`src/rtl/g7_pattern_ctrl_pkg.sv`:
```
// ---------------------------------------------------------------------------
// g7_pkg : shared types and constants for the G7 pattern-select front end.
//   pat_mode_t          : mode FSM encoding (MANUAL / AUTO / DIRECT)
//   PAT_W_DEF           : default pattern-index width
//   CLK_HZ              : iOSC frequency, used to derive cycle-count defaults
//   DEBOUNCE_CYC_DEF    : 10 ms of stable input at CLK_HZ
//   AUTO_PERIOD_CYC_DEF : 1 s between auto-cycle steps at CLK_HZ
// ---------------------------------------------------------------------------
package g7_pkg;

    typedef enum logic [1:0] {
        MANUAL = 2'd0,
        AUTO   = 2'd1,
        DIRECT = 2'd2
    } pat_mode_t;

    localparam int PAT_W_DEF           = 32'd5;
    localparam int CLK_HZ              = 32'd25_000_000;
    localparam int DEBOUNCE_CYC_DEF    = CLK_HZ / 32'd100;
    localparam int AUTO_PERIOD_CYC_DEF = CLK_HZ;

endpackage

```
`src/rtl/g7_pattern_ctrl_if.sv`:
```
// ---------------------------------------------------------------------------
// g7_pattern_ctrl_if : user-input / pattern-select bundle.
//   iSW0..iSW3, iBUTTON_0..2 : raw user inputs (driven by the board side)
//   oPAT_IDX, oPAT_CHG       : registered pattern index and change strobe
//   oAUTO, oDIRECT           : current-mode flags
// Modports: master = board / consumer side, slave = g7_pattern_ctrl.
// ---------------------------------------------------------------------------
interface g7_pattern_ctrl_if
    import g7_pkg::*;
#(
    parameter int PAT_W = PAT_W_DEF
);
    logic             iSW0;
    logic             iSW1;
    logic             iSW2;
    logic             iSW3;
    logic             iBUTTON_0;
    logic             iBUTTON_1;
    logic             iBUTTON_2;
    logic [PAT_W-1:0] oPAT_IDX;
    logic             oPAT_CHG;
    logic             oAUTO;
    logic             oDIRECT;

    modport master (
        output iSW0, iSW1, iSW2, iSW3, iBUTTON_0, iBUTTON_1, iBUTTON_2,
        input  oPAT_IDX, oPAT_CHG, oAUTO, oDIRECT
    );

    modport slave (
        input  iSW0, iSW1, iSW2, iSW3, iBUTTON_0, iBUTTON_1, iBUTTON_2,
        output oPAT_IDX, oPAT_CHG, oAUTO, oDIRECT
    );
endinterface

```
`src/rtl/g7_pattern_ctrl_debounce.sv`:
```
// ---------------------------------------------------------------------------
// g7_debounce : 2-FF synchroniser followed by a stability counter.
//   iOSC   : clock
//   iRESET : asynchronous active-low reset
//   iIN    : raw asynchronous input
//   oLEVEL : debounced level (flips once the synchronised sample has
//            disagreed with it for DEBOUNCE_CYC-1 consecutive counts)
//   oRISE  : one-cycle registered pulse after oLEVEL rises
// Raw edge -> oLEVEL is DEBOUNCE_CYC+1 cycles; -> oRISE is DEBOUNCE_CYC+2.
// DEBOUNCE_CYC must be >= 2.
// ---------------------------------------------------------------------------
module g7_debounce
    import g7_pkg::*;
#(
    parameter int DEBOUNCE_CYC = DEBOUNCE_CYC_DEF
) (
    input  logic iOSC,
    input  logic iRESET,
    input  logic iIN,
    output logic oLEVEL,
    output logic oRISE
);
    localparam int CW = (DEBOUNCE_CYC > 2) ? $clog2(DEBOUNCE_CYC) : 1;
    // Counter value in which the next increment would reach DEBOUNCE_CYC-1.
    localparam logic [CW-1:0] CNT_FLIP = CW'(DEBOUNCE_CYC - 2);

    logic          sync1_r;
    logic          sync2_r;
    logic [CW-1:0] cnt_r;
    logic          level_r;
    logic          level_d_r;
    logic          rise_r;

    // Synchroniser, stability counter and registered rising-edge detect.
    always_ff @(posedge iOSC or negedge iRESET) begin
        if (!iRESET) begin
            sync1_r   <= 1'b0;
            sync2_r   <= 1'b0;
            cnt_r     <= '0;
            level_r   <= 1'b0;
            level_d_r <= 1'b0;
            rise_r    <= 1'b0;
        end else begin
            sync1_r <= iIN;
            sync2_r <= sync1_r;
            if (sync2_r == level_r) begin
                cnt_r <= '0;
            end else if (cnt_r == CNT_FLIP) begin
                cnt_r   <= '0;
                level_r <= sync2_r;
            end else begin
                cnt_r <= cnt_r + 1'b1;
            end
            level_d_r <= level_r;
            rise_r    <= level_r & ~level_d_r;
        end
    end

    assign oLEVEL = level_r;
    assign oRISE  = rise_r;
endmodule

```
`src/rtl/g7_pattern_ctrl.sv`:
```
// ---------------------------------------------------------------------------
// g7_pattern_ctrl : debounces the slide switches and buttons and runs the
// pattern-select mode FSM (MANUAL step / AUTO cycle / DIRECT switch index).
//   iOSC   : 25 MHz clock
//   iRESET : asynchronous active-low reset
//   bus    : g7_pattern_ctrl_if.slave (raw inputs in, registered outputs)
// Optional build macro PAT_AUTOREPEAT_EN: holding next/prev generates
// repeated steps in MANUAL and AUTO.
// ---------------------------------------------------------------------------
module g7_pattern_ctrl
    import g7_pkg::*;
#(
    parameter int NUM_PAT         = 16,
    parameter int DEBOUNCE_CYC    = DEBOUNCE_CYC_DEF,
    parameter int AUTO_PERIOD_CYC = AUTO_PERIOD_CYC_DEF,
    parameter int PAT_W           = PAT_W_DEF
) (
    input  logic              iOSC,
    input  logic              iRESET,
    g7_pattern_ctrl_if.slave  bus
);
    localparam int TW = (AUTO_PERIOD_CYC > 2) ? $clog2(AUTO_PERIOD_CYC) : 1;
    localparam logic [TW-1:0]    TIMER_LAST = TW'(AUTO_PERIOD_CYC - 1);
    localparam logic [PAT_W-1:0] IDX_LAST   = PAT_W'(NUM_PAT - 1);

    // Switch-direct index, zero-extended and clamped to the last pattern.
    function automatic logic [PAT_W-1:0] sat_idx(input logic [2:0] sw);
        if (int'(sw) > NUM_PAT - 1) begin
            sat_idx = IDX_LAST;
        end else begin
            sat_idx = PAT_W'(sw);
        end
    endfunction

    // Bit map: 0 next, 1 prev, 2 auto toggle, 3..5 SW0..SW2, 6 SW3.
    logic [6:0]       raw_s;
    logic [6:0]       level_s;
    logic [6:0]       rise_s;
    logic             rpt_up_s;
    logic             rpt_dn_s;
    logic             up_s;
    logic             dn_s;
    logic             tc_s;
    logic             step_up_s;
    logic             step_dn_s;
    logic [PAT_W-1:0] idx_nxt_s;
    logic             unused_s;

    pat_mode_t        mode_r;
    logic [TW-1:0]    timer_r;
    logic [PAT_W-1:0] idx_r;
    logic             chg_r;
    logic             auto_r;
    logic             direct_r;

    assign raw_s = {bus.iSW3, bus.iSW2, bus.iSW1, bus.iSW0,
                    bus.iBUTTON_2, bus.iBUTTON_1, bus.iBUTTON_0};

    for (genvar g = 0; g < 7; g++) begin : g_in
        g7_debounce #(.DEBOUNCE_CYC(DEBOUNCE_CYC)) u_db (
            .iOSC   (iOSC),
            .iRESET (iRESET),
            .iIN    (raw_s[g]),
            .oLEVEL (level_s[g]),
            .oRISE  (rise_s[g])
        );
    end

`ifdef PAT_AUTOREPEAT_EN
    localparam int REPEAT_DELAY_CYC = DEBOUNCE_CYC * 50;
    localparam int REPEAT_RATE_CYC  = DEBOUNCE_CYC * 10;
    localparam int RW = $clog2(REPEAT_DELAY_CYC);

    logic [RW-1:0] rpt_cnt_r;
    logic          rpt_armed_r;
    logic          rpt_up_r;
    logic          rpt_dn_r;
    logic          held_s;

    // Exactly one of next/prev held, outside direct mode.
    assign held_s = (level_s[0] ^ level_s[1]) && (mode_r != DIRECT) && !level_s[6];

    // Hold timer: first repeat after the delay, then one per rate period.
    always_ff @(posedge iOSC or negedge iRESET) begin
        if (!iRESET) begin
            rpt_cnt_r   <= '0;
            rpt_armed_r <= 1'b0;
            rpt_up_r    <= 1'b0;
            rpt_dn_r    <= 1'b0;
        end else begin
            rpt_up_r <= 1'b0;
            rpt_dn_r <= 1'b0;
            if (!held_s) begin
                rpt_cnt_r   <= '0;
                rpt_armed_r <= 1'b0;
            end else if ((!rpt_armed_r && rpt_cnt_r == RW'(REPEAT_DELAY_CYC - 1)) ||
                         (rpt_armed_r && rpt_cnt_r == RW'(REPEAT_RATE_CYC - 1))) begin
                rpt_cnt_r   <= '0;
                rpt_armed_r <= 1'b1;
                rpt_up_r    <= level_s[0];
                rpt_dn_r    <= level_s[1];
            end else begin
                rpt_cnt_r <= rpt_cnt_r + 1'b1;
            end
        end
    end

    assign rpt_up_s = rpt_up_r;
    assign rpt_dn_s = rpt_dn_r;
`else
    assign rpt_up_s = 1'b0;
    assign rpt_dn_s = 1'b0;
`endif

    assign unused_s = &{1'b0, rise_s[6:3], level_s[2:0]};

    // Step decision and next index; prev beats a coincident terminal count.
    always_comb begin
        up_s      = rise_s[0] | rpt_up_s;
        dn_s      = rise_s[1] | rpt_dn_s;
        tc_s      = (timer_r == TIMER_LAST);
        step_up_s = 1'b0;
        step_dn_s = 1'b0;
        idx_nxt_s = idx_r;
        if (level_s[6] || mode_r == DIRECT) begin
            step_up_s = 1'b0;
            step_dn_s = 1'b0;
        end else if (up_s && !dn_s) begin
            step_up_s = 1'b1;
        end else if (dn_s && !up_s) begin
            step_dn_s = 1'b1;
        end else if (!up_s && !dn_s && mode_r == AUTO && tc_s) begin
            step_up_s = 1'b1;
        end else begin
            step_up_s = 1'b0;
            step_dn_s = 1'b0;
        end

        if (level_s[6]) begin
            idx_nxt_s = sat_idx({level_s[5], level_s[4], level_s[3]});
        end else if (step_up_s) begin
            idx_nxt_s = (idx_r == IDX_LAST) ? '0 : idx_r + 1'b1;
        end else if (step_dn_s) begin
            idx_nxt_s = (idx_r == '0) ? IDX_LAST : idx_r - 1'b1;
        end else begin
            idx_nxt_s = idx_r;
        end
    end

    // Mode FSM, auto-cycle timer and registered outputs.
    always_ff @(posedge iOSC or negedge iRESET) begin
        if (!iRESET) begin
            mode_r   <= MANUAL;
            timer_r  <= '0;
            idx_r    <= '0;
            chg_r    <= 1'b0;
            auto_r   <= 1'b0;
            direct_r <= 1'b0;
        end else begin
            idx_r <= idx_nxt_s;
            chg_r <= (idx_nxt_s != idx_r);
            if (level_s[6]) begin
                mode_r   <= DIRECT;
                timer_r  <= '0;
                auto_r   <= 1'b0;
                direct_r <= 1'b1;
            end else begin
                case (mode_r)
                    MANUAL: begin
                        timer_r  <= '0;
                        direct_r <= 1'b0;
                        if (rise_s[2]) begin
                            mode_r <= AUTO;
                            auto_r <= 1'b1;
                        end else begin
                            mode_r <= MANUAL;
                            auto_r <= 1'b0;
                        end
                    end
                    AUTO: begin
                        direct_r <= 1'b0;
                        if (up_s || dn_s || tc_s) begin
                            timer_r <= '0;
                        end else begin
                            timer_r <= timer_r + 1'b1;
                        end
                        if (rise_s[2]) begin
                            mode_r <= MANUAL;
                            auto_r <= 1'b0;
                        end else begin
                            mode_r <= AUTO;
                            auto_r <= 1'b1;
                        end
                    end
                    DIRECT: begin
                        // Leaving direct mode keeps the last index.
                        mode_r   <= MANUAL;
                        timer_r  <= '0;
                        auto_r   <= 1'b0;
                        direct_r <= 1'b0;
                    end
                    default: begin
                        mode_r   <= MANUAL;
                        timer_r  <= '0;
                        auto_r   <= 1'b0;
                        direct_r <= 1'b0;
                    end
                endcase
            end
        end
    end

    assign bus.oPAT_IDX = idx_r;
    assign bus.oPAT_CHG = chg_r;
    assign bus.oAUTO    = auto_r;
    assign bus.oDIRECT  = direct_r;
endmodule

```
`src/flat_wrapper.sv`:
```
// flat-port wrapper written by rule: the top's interface ports become plain ports
module g7_pattern_ctrl_flat import g7_pkg::*;
#(
    parameter int NUM_PAT         = 16,
    parameter int DEBOUNCE_CYC    = DEBOUNCE_CYC_DEF,
    parameter int AUTO_PERIOD_CYC = AUTO_PERIOD_CYC_DEF,
    parameter int PAT_W           = PAT_W_DEF
)
  (iOSC, iRESET, bus_iSW0, bus_iSW1, bus_iSW2, bus_iSW3, bus_iBUTTON_0, bus_iBUTTON_1, bus_iBUTTON_2, bus_oPAT_IDX, bus_oPAT_CHG, bus_oAUTO, bus_oDIRECT);
  g7_pattern_ctrl_if #(.PAT_W(PAT_W)) bus_i ();
  input  logic iOSC;
  input  logic iRESET;
  input wire logic [$bits(bus_i.iSW0)-1:0] bus_iSW0;
  input wire logic [$bits(bus_i.iSW1)-1:0] bus_iSW1;
  input wire logic [$bits(bus_i.iSW2)-1:0] bus_iSW2;
  input wire logic [$bits(bus_i.iSW3)-1:0] bus_iSW3;
  input wire logic [$bits(bus_i.iBUTTON_0)-1:0] bus_iBUTTON_0;
  input wire logic [$bits(bus_i.iBUTTON_1)-1:0] bus_iBUTTON_1;
  input wire logic [$bits(bus_i.iBUTTON_2)-1:0] bus_iBUTTON_2;
  output wire logic [$bits(bus_i.oPAT_IDX)-1:0] bus_oPAT_IDX;
  output wire logic [$bits(bus_i.oPAT_CHG)-1:0] bus_oPAT_CHG;
  output wire logic [$bits(bus_i.oAUTO)-1:0] bus_oAUTO;
  output wire logic [$bits(bus_i.oDIRECT)-1:0] bus_oDIRECT;
  assign bus_i.iSW0 = bus_iSW0;
  assign bus_i.iSW1 = bus_iSW1;
  assign bus_i.iSW2 = bus_iSW2;
  assign bus_i.iSW3 = bus_iSW3;
  assign bus_i.iBUTTON_0 = bus_iBUTTON_0;
  assign bus_i.iBUTTON_1 = bus_iBUTTON_1;
  assign bus_i.iBUTTON_2 = bus_iBUTTON_2;
  assign bus_oPAT_IDX = bus_i.oPAT_IDX;
  assign bus_oPAT_CHG = bus_i.oPAT_CHG;
  assign bus_oAUTO = bus_i.oAUTO;
  assign bus_oDIRECT = bus_i.oDIRECT;
  g7_pattern_ctrl #(.NUM_PAT(NUM_PAT), .DEBOUNCE_CYC(DEBOUNCE_CYC), .AUTO_PERIOD_CYC(AUTO_PERIOD_CYC), .PAT_W(PAT_W)) u_core (.iOSC(iOSC), .iRESET(iRESET), .bus(bus_i));
endmodule
```
`config.mk`:
```
export PLATFORM = sky130hd
export DESIGN_NAME = g7_pattern_ctrl_flat
export DESIGN_NICKNAME = d
export VERILOG_FILES = /design/src/rtl/g7_pattern_ctrl_pkg.sv /design/src/rtl/g7_pattern_ctrl_if.sv /design/src/rtl/g7_pattern_ctrl_debounce.sv /design/src/rtl/g7_pattern_ctrl.sv /design/src/flat_wrapper.sv
export SDC_FILE = /design/constraint.sdc
export NUM_CORES = 1
export LEC_CHECK = 0
export ABC_CLOCK_PERIOD_IN_PS = 3450
export CELL_PAD_IN_SITES_DETAIL_PLACEMENT = 0
export CELL_PAD_IN_SITES_GLOBAL_PLACEMENT = 2
export CORE_ASPECT_RATIO = 0.7
export CORE_MARGIN = 3
export CORE_UTILIZATION = 41
export DETAILED_ROUTE_END_ITERATION = 8
export PLACE_DENSITY = 0.89
export SLEW_MARGIN = 10
export SYNTH_ARGS = -nofsm -noshare
export SYNTH_HDL_FRONTEND = slang
export SYNTH_SLANG_ARGS = --single-unit
```
`constraint.sdc`:
```
create_clock -name iOSC -period 3.45 [get_ports iOSC]
set_clock_uncertainty 0.2 [all_clocks]
set_input_delay 0.8625 -clock iOSC [delete_from_list [all_inputs] [get_ports iOSC]]
set_output_delay 0.8625 -clock iOSC [all_outputs]
set_load 0.01 [all_outputs]
```
# ---- After elaboration in Yosys (flattened, before gate mapping)
# Cells that the tools add are included.
dict set report totals {
  reg_bits 188
  inputBits 9
  wordCells 139
}
dict set report classes {
  add_sub_neg 10
  n_eq_ne 19
  n_mux 38
  bitwise 13
  reduce_logical 19
}
# operator n
set op_table {}
lappend op_table {{18-bit two-way mux} 14}
lappend op_table {{18-bit by 1-bit adder with 18-bit output (second input constant)} 7}
lappend op_table {{18-bit == test (second input constant)} 7}
lappend op_table {{25-bit two-way mux} 3}
lappend op_table {{25-bit by 1-bit adder with 25-bit output (second input constant)} 1}
lappend op_table {{25-bit == test (second input constant)} 1}
lappend op_table {{5-bit two-way mux} 5}
lappend op_table {{2-bit AND reduction} 7}
lappend op_table {{1-bit two-way mux} 13}
lappend op_table {{1-bit NOT} 10}
lappend op_table {{1-bit == test} 7}
lappend op_table {{5-bit by 1-bit adder with 5-bit output (second input constant)} 1}
lappend op_table {{5-bit by 4-bit == test with 1-bit output (second input constant)} 1}
lappend op_table {{1-bit logical AND} 5}
lappend op_table {{5-bit logical NOT} 1}
lappend op_table {{5-bit != test} 1}
lappend op_table {{5-bit by 1-bit subtractor with 5-bit output (second input constant)} 1}
lappend op_table {{2-bit one-hot mux with 2 select lines} 1}
lappend op_table {{1-bit bitwise AND} 3}
lappend op_table {{1-bit logical OR} 3}
lappend op_table {{2-bit by 1-bit == test with 1-bit output (second input constant)} 1}
lappend op_table {{2-bit == test (second input constant)} 1}
lappend op_table {{1-bit logical NOT} 2}
lappend op_table {{2-bit logical NOT} 1}
lappend op_table {{2 further kinds} 2}

# ---- Depth between registers and ports, before layout
dict set report depth {
  word_depth 11
  depth_mapped 9
  depth_no_buf 8
}

# ---- Hierarchy
# From an unflattened synthesis, not the netlist that was laid out.
dict set report hier_totals {
  hier_cells 928
  hier_area_um2 9676.8
}
# module n_inst cells_per_inst area_per_inst_um2 seq_area_each_um2
set modules_own_cells {}
lappend modules_own_cells {g7_debounce 7 103 1107.3 575.6}
lappend modules_own_cells {g7_pattern_ctrl 1 207 1925.6 825.8}

# ---- Least setup slack after synthesis
# OpenSTA, ideal clock, no wires.
dict set report synth_timing {
  path_type {register to register}
  start {register u_core.timer_r[0]}
  end {register u_core.chg_r, in the netlist u_core.bus.oPAT_CHG}
  setup_time_ns 0.128
  t_arrival_ns 2.191
  path_slack_ns 0.931
  stages_incl_launch_ff 9
  period_less_slack_ns 2.519
  path_cell_list {dfrtp_1 -> ha_1 -> and3_1 -> nand3_2 -> or4_1 -> a2111oi_2 -> o311ai_1 -> a221oi_2 -> nand3_1}
}
dict set report synth_via {
  elab_chain_len 9
}
# element line
set synth_lines {}
lappend synth_lines {{start: declaration} g7_pattern_ctrl.sv:50} ;# logic [TW-1:0] timer_r;
lappend synth_lines {{start signal: assignment} g7_pattern_ctrl.sv:185} ;# timer_r <= timer_r + 1'b1;
lappend synth_lines {{25-bit == test} g7_pattern_ctrl.sv:121} ;# tc_s = (timer_r == TIMER_LAST);
lappend synth_lines {{1-bit logical AND} g7_pattern_ctrl.sv:132} ;# end else if (!up_s && !dn_s && mode_r == AUTO && tc_s) begin
lappend synth_lines {{1-bit two-way mux} g7_pattern_ctrl.sv:132}
lappend synth_lines {{1-bit two-way mux} g7_pattern_ctrl.sv:130} ;# end else if (dn_s && !up_s) begin
lappend synth_lines {{1-bit two-way mux} g7_pattern_ctrl.sv:128} ;# end else if (up_s && !dn_s) begin
lappend synth_lines {{1-bit two-way mux} g7_pattern_ctrl.sv:125} ;# if (level_s[6] || mode_r == DIRECT) begin
lappend synth_lines {{5-bit two-way mux} g7_pattern_ctrl.sv:141} ;# end else if (step_up_s) begin
lappend synth_lines {{5-bit two-way mux} g7_pattern_ctrl.sv:139} ;# if (level_s[6]) begin
lappend synth_lines {{5-bit != test} g7_pattern_ctrl.sv:161} ;# chg_r <= (idx_nxt_s != idx_r);
lappend synth_lines {{end signal: assignment} g7_pattern_ctrl.sv:161}
lappend synth_lines {{end: declaration} g7_pattern_ctrl.sv:52} ;# logic chg_r;
# No other way between the ends.
# A chain may end at the register's enable or synchronous reset.

# ---- Worst setup path after layout
# Ends and elaborated chain as after synthesis.

==> qor.csv <==
metric;value;unit
worstSetupPathType;flop to flop;
cp.arrival;2.89;ns
yosysMostFrequentCell;nor2_1;
wl_per_cell;13.8;microns
slew_headroom;57.1;%
maxCapViolCount;0;
ys_types;47;
numCtsBuffers;17;
synth_async_sr_flop_share;100;%
track_usage;14.8;%
rsz0062_at_grt;no;
synth.avg_cell_area;9.98;sq um
place_hpwl;10900;microns
crit_path_cell_trace;ha_1 -> and3_1 -> nand3_2 -> or4_1 -> a2111oi_2 -> o311ai_1 -> a221oi_2 -> nand3_1;
clock_path_buffers;2;
drt_first_pass_iters;5;
multiInputGateArea;0.00396;sq mm
final_nets;926;
startpoint_type;flop;
cts_resized;0;
yosysTopAreaCell;dfrtp_1;
hold_class;flop to flop;
grt_pass1_vias;5605;
hold_viol;0;
dr_total_vias;5895;
irDropWorstVdd;319;uV
clock.fmax;0.358;GHz
root_buffer;clkbuf_16;
grt_pass1_wl;28200;microns
fin_ws;0.654;ns
coreArea;0.0209;sq mm
cts_setup_buffers;0;
row_count;44;
p_leak;0.00427;uW
crit_fanout;8;
synth_area_leaders;dfrtp_1 (53%), xor2_1 (9.0%), nor2_1 (8.1%);
num_antenna_cells;0;
finalMaxSlewViolations;0;
cts_hold_buf;0;
fin_hold_ws;0.151;ns
drtIter0Drc;306;
cts_tree;yes;
min_period;2.80;ns
wirelength;16300;microns
port_buffers;16;
crit_slowest_cell;or4_1;
chipHeight;128;microns
period_share;81.0;%
dp_slack;0.695;ns
antenna_found_initial;0;
dieArea;0.0232;sq mm
synth-main-ff-cell;dfrtp_1;
initial_core_util;42.0;%
drc;0;
drtAntennaViolNets;0;
p_per_area;456;mW/mm^2
clock_sinks;186;
syn_inst;878;
ios;17;
gp_congestion;0.784;
final_core_util;47.4;%
synth_fp_nets;905;
clk_latency;0.43;ns
status;complete, no violations;
tns;0;ns
worst_pin_slew;0.643;ns
required;3.55;ns
htreeDepth;4;
finalSetupViolCount;0;
grt_max_degree;73;
syn_area;0.00876;sq mm
drive_gt1_share;6.04;%
ys_ff_latch;186;
synth_top_area_share;53.1;%
synth_edf_count;0;
vias_per_cell;4.97;
regArea;0.00465;sq mm
fill_cells;1953;
grt.overflow.total;0;
die_x;181;microns
yosysWarnings;0;
cpPeakStageDelay;0.58;ns
critPathCaptureType;flop;
area_growth;13.0;%
clk_pin_slew_worst_paths;0.07;ns
yosys-top-cells-count;nor2_1 (190), dfrtp_1 (186), xor2_1 (90);
seq_area_frac_synth;53.1;%
-- metrics by stage --
| stage | cells | cell area [sq um] | total power [uW] |
|---|---|---|---|
| after floorplan | 878 | 8760 | 2330 |
| after global placement | 1156 | 9250 | 2410 |
| after detailed placement | 1156 | 9250 | 2410 |
| after CTS | 1187 | 9900 | 4590 |
| after global routing | 1187 | 9900 | 4700 |
| final | 1187 | 9900 | 4510 |
-- registers in the layout, indices dropped and copies added, names as in the netlist, 3 cells and up --
| name | flops |
|---|---|
| u_core.g_in.u_db.cnt_r | 126 |
| u_core.g_in.u_db.oLEVEL | 7 |
| u_core.timer_r | 25 |
| u_core.g_in.u_db.sync1_r | 7 |
| u_core.g_in.u_db.sync2_r | 7 |
| u_core.bus.oPAT_IDX | 5 |
| u_core.g_in.u_db.level_d_r | 3 |
| u_core.g_in.u_db.oRISE | 3 |
-- worst max-delay path, delay by kind of cell (launching register included) --
| family | cells | cell delay [ns] |
|---|---|---|
| AOI/OAI and AO/OA | 3 | 0.78 |
| adders and majority gates | 1 | 0.21 |
| DFF | 1 | 0.40 |
| and+or+nand+nor | 4 | 1.09 |
-- routing by layer --
metal / global-route usage [%] / vias to the layer above / wire, microns
li1: - / 2972 / -
met1: 23.4 / 2856 / 9050
met2: 20.1 / 58 / 6680
met3: 3.72 / 9 / 472
met4: 3.92 / 0 / 125
met5: 0 / - / 0
-- placed cells by master, fill, tap and decap left out, types with 17 or more instances in the layout --
master | synthesis | final
ha_1 | 18 | 18
nand2_1 | 59 | 59
clkbuf_16 | 0 | 17
and3_1 | 32 | 32
nor2_1 | 190 | 190
nand4_1 | 19 | 19
xor2_1 | 90 | 90
xnor2_1 | 56 | 56
dfrtp_1 | 186 | 186
inv_1 | 18 | 18
nand3_1 | 80 | 80
-- final cells by class --
cell class	count	share of cell area (%)
sequential	186	47.0
multi-input combinational	654	40.0
inverter	18	0.683
clock buffer	20	4.72
tap	276	3.49
timing repair buffer	22	2.24
clock inverter	11	1.81
-- cell families (layout without fill, tap and decap cells) --
kind of cell / Yosys count / in the layout / synth area share, %
simple gates: 452 / 452 / 24.7
buf+inv: 38 / 71 / 1.66
fa+ha+maj: 18 / 18 / 2.57
mux: 8 / 8 / 1.01
xor+xnor: 146 / 146 / 14.6
compound gates: 30 / 30 / 2.37
flops: 186 / 186 / 53.1
-- power by group --
part	total [uW]	internal [uW]	switching (uW)
registers	2240	2210	28.4
logic	130	39.1	91.0
clock network	2150	1280	863
total	4510	3530	983
-- path summary, 6_finish.rpt --
| check | endpoint | slack, ns | cells after the start | start |
|---|---|---|---|---|
| worst max-delay path | u_core.bus.oPAT_CHG | 0.65 | 8 | u_core.timer_r[0] |
| worst min-delay path | u_core.g_in[4].u_db.sync2_r | 0.15 | 0 | u_core.g_in[4].u_db.sync1_r |
| worst max register to register | u_core.bus.oPAT_CHG | 0.65 | 8 | u_core.timer_r[0] |
| worst min register to register | u_core.g_in[4].u_db.sync2_r | 0.15 | 0 | u_core.g_in[4].u_db.sync1_r |
| max in group asynchronous | u_core.bus.oDIRECT | 2.00 | 2 | iRESET |
| min in group asynchronous | u_core.g_in[5].u_db.cnt_r[10] | 0.25 | 1 | iRESET |
No activity file was read; power rests on OpenSTA's default activity.
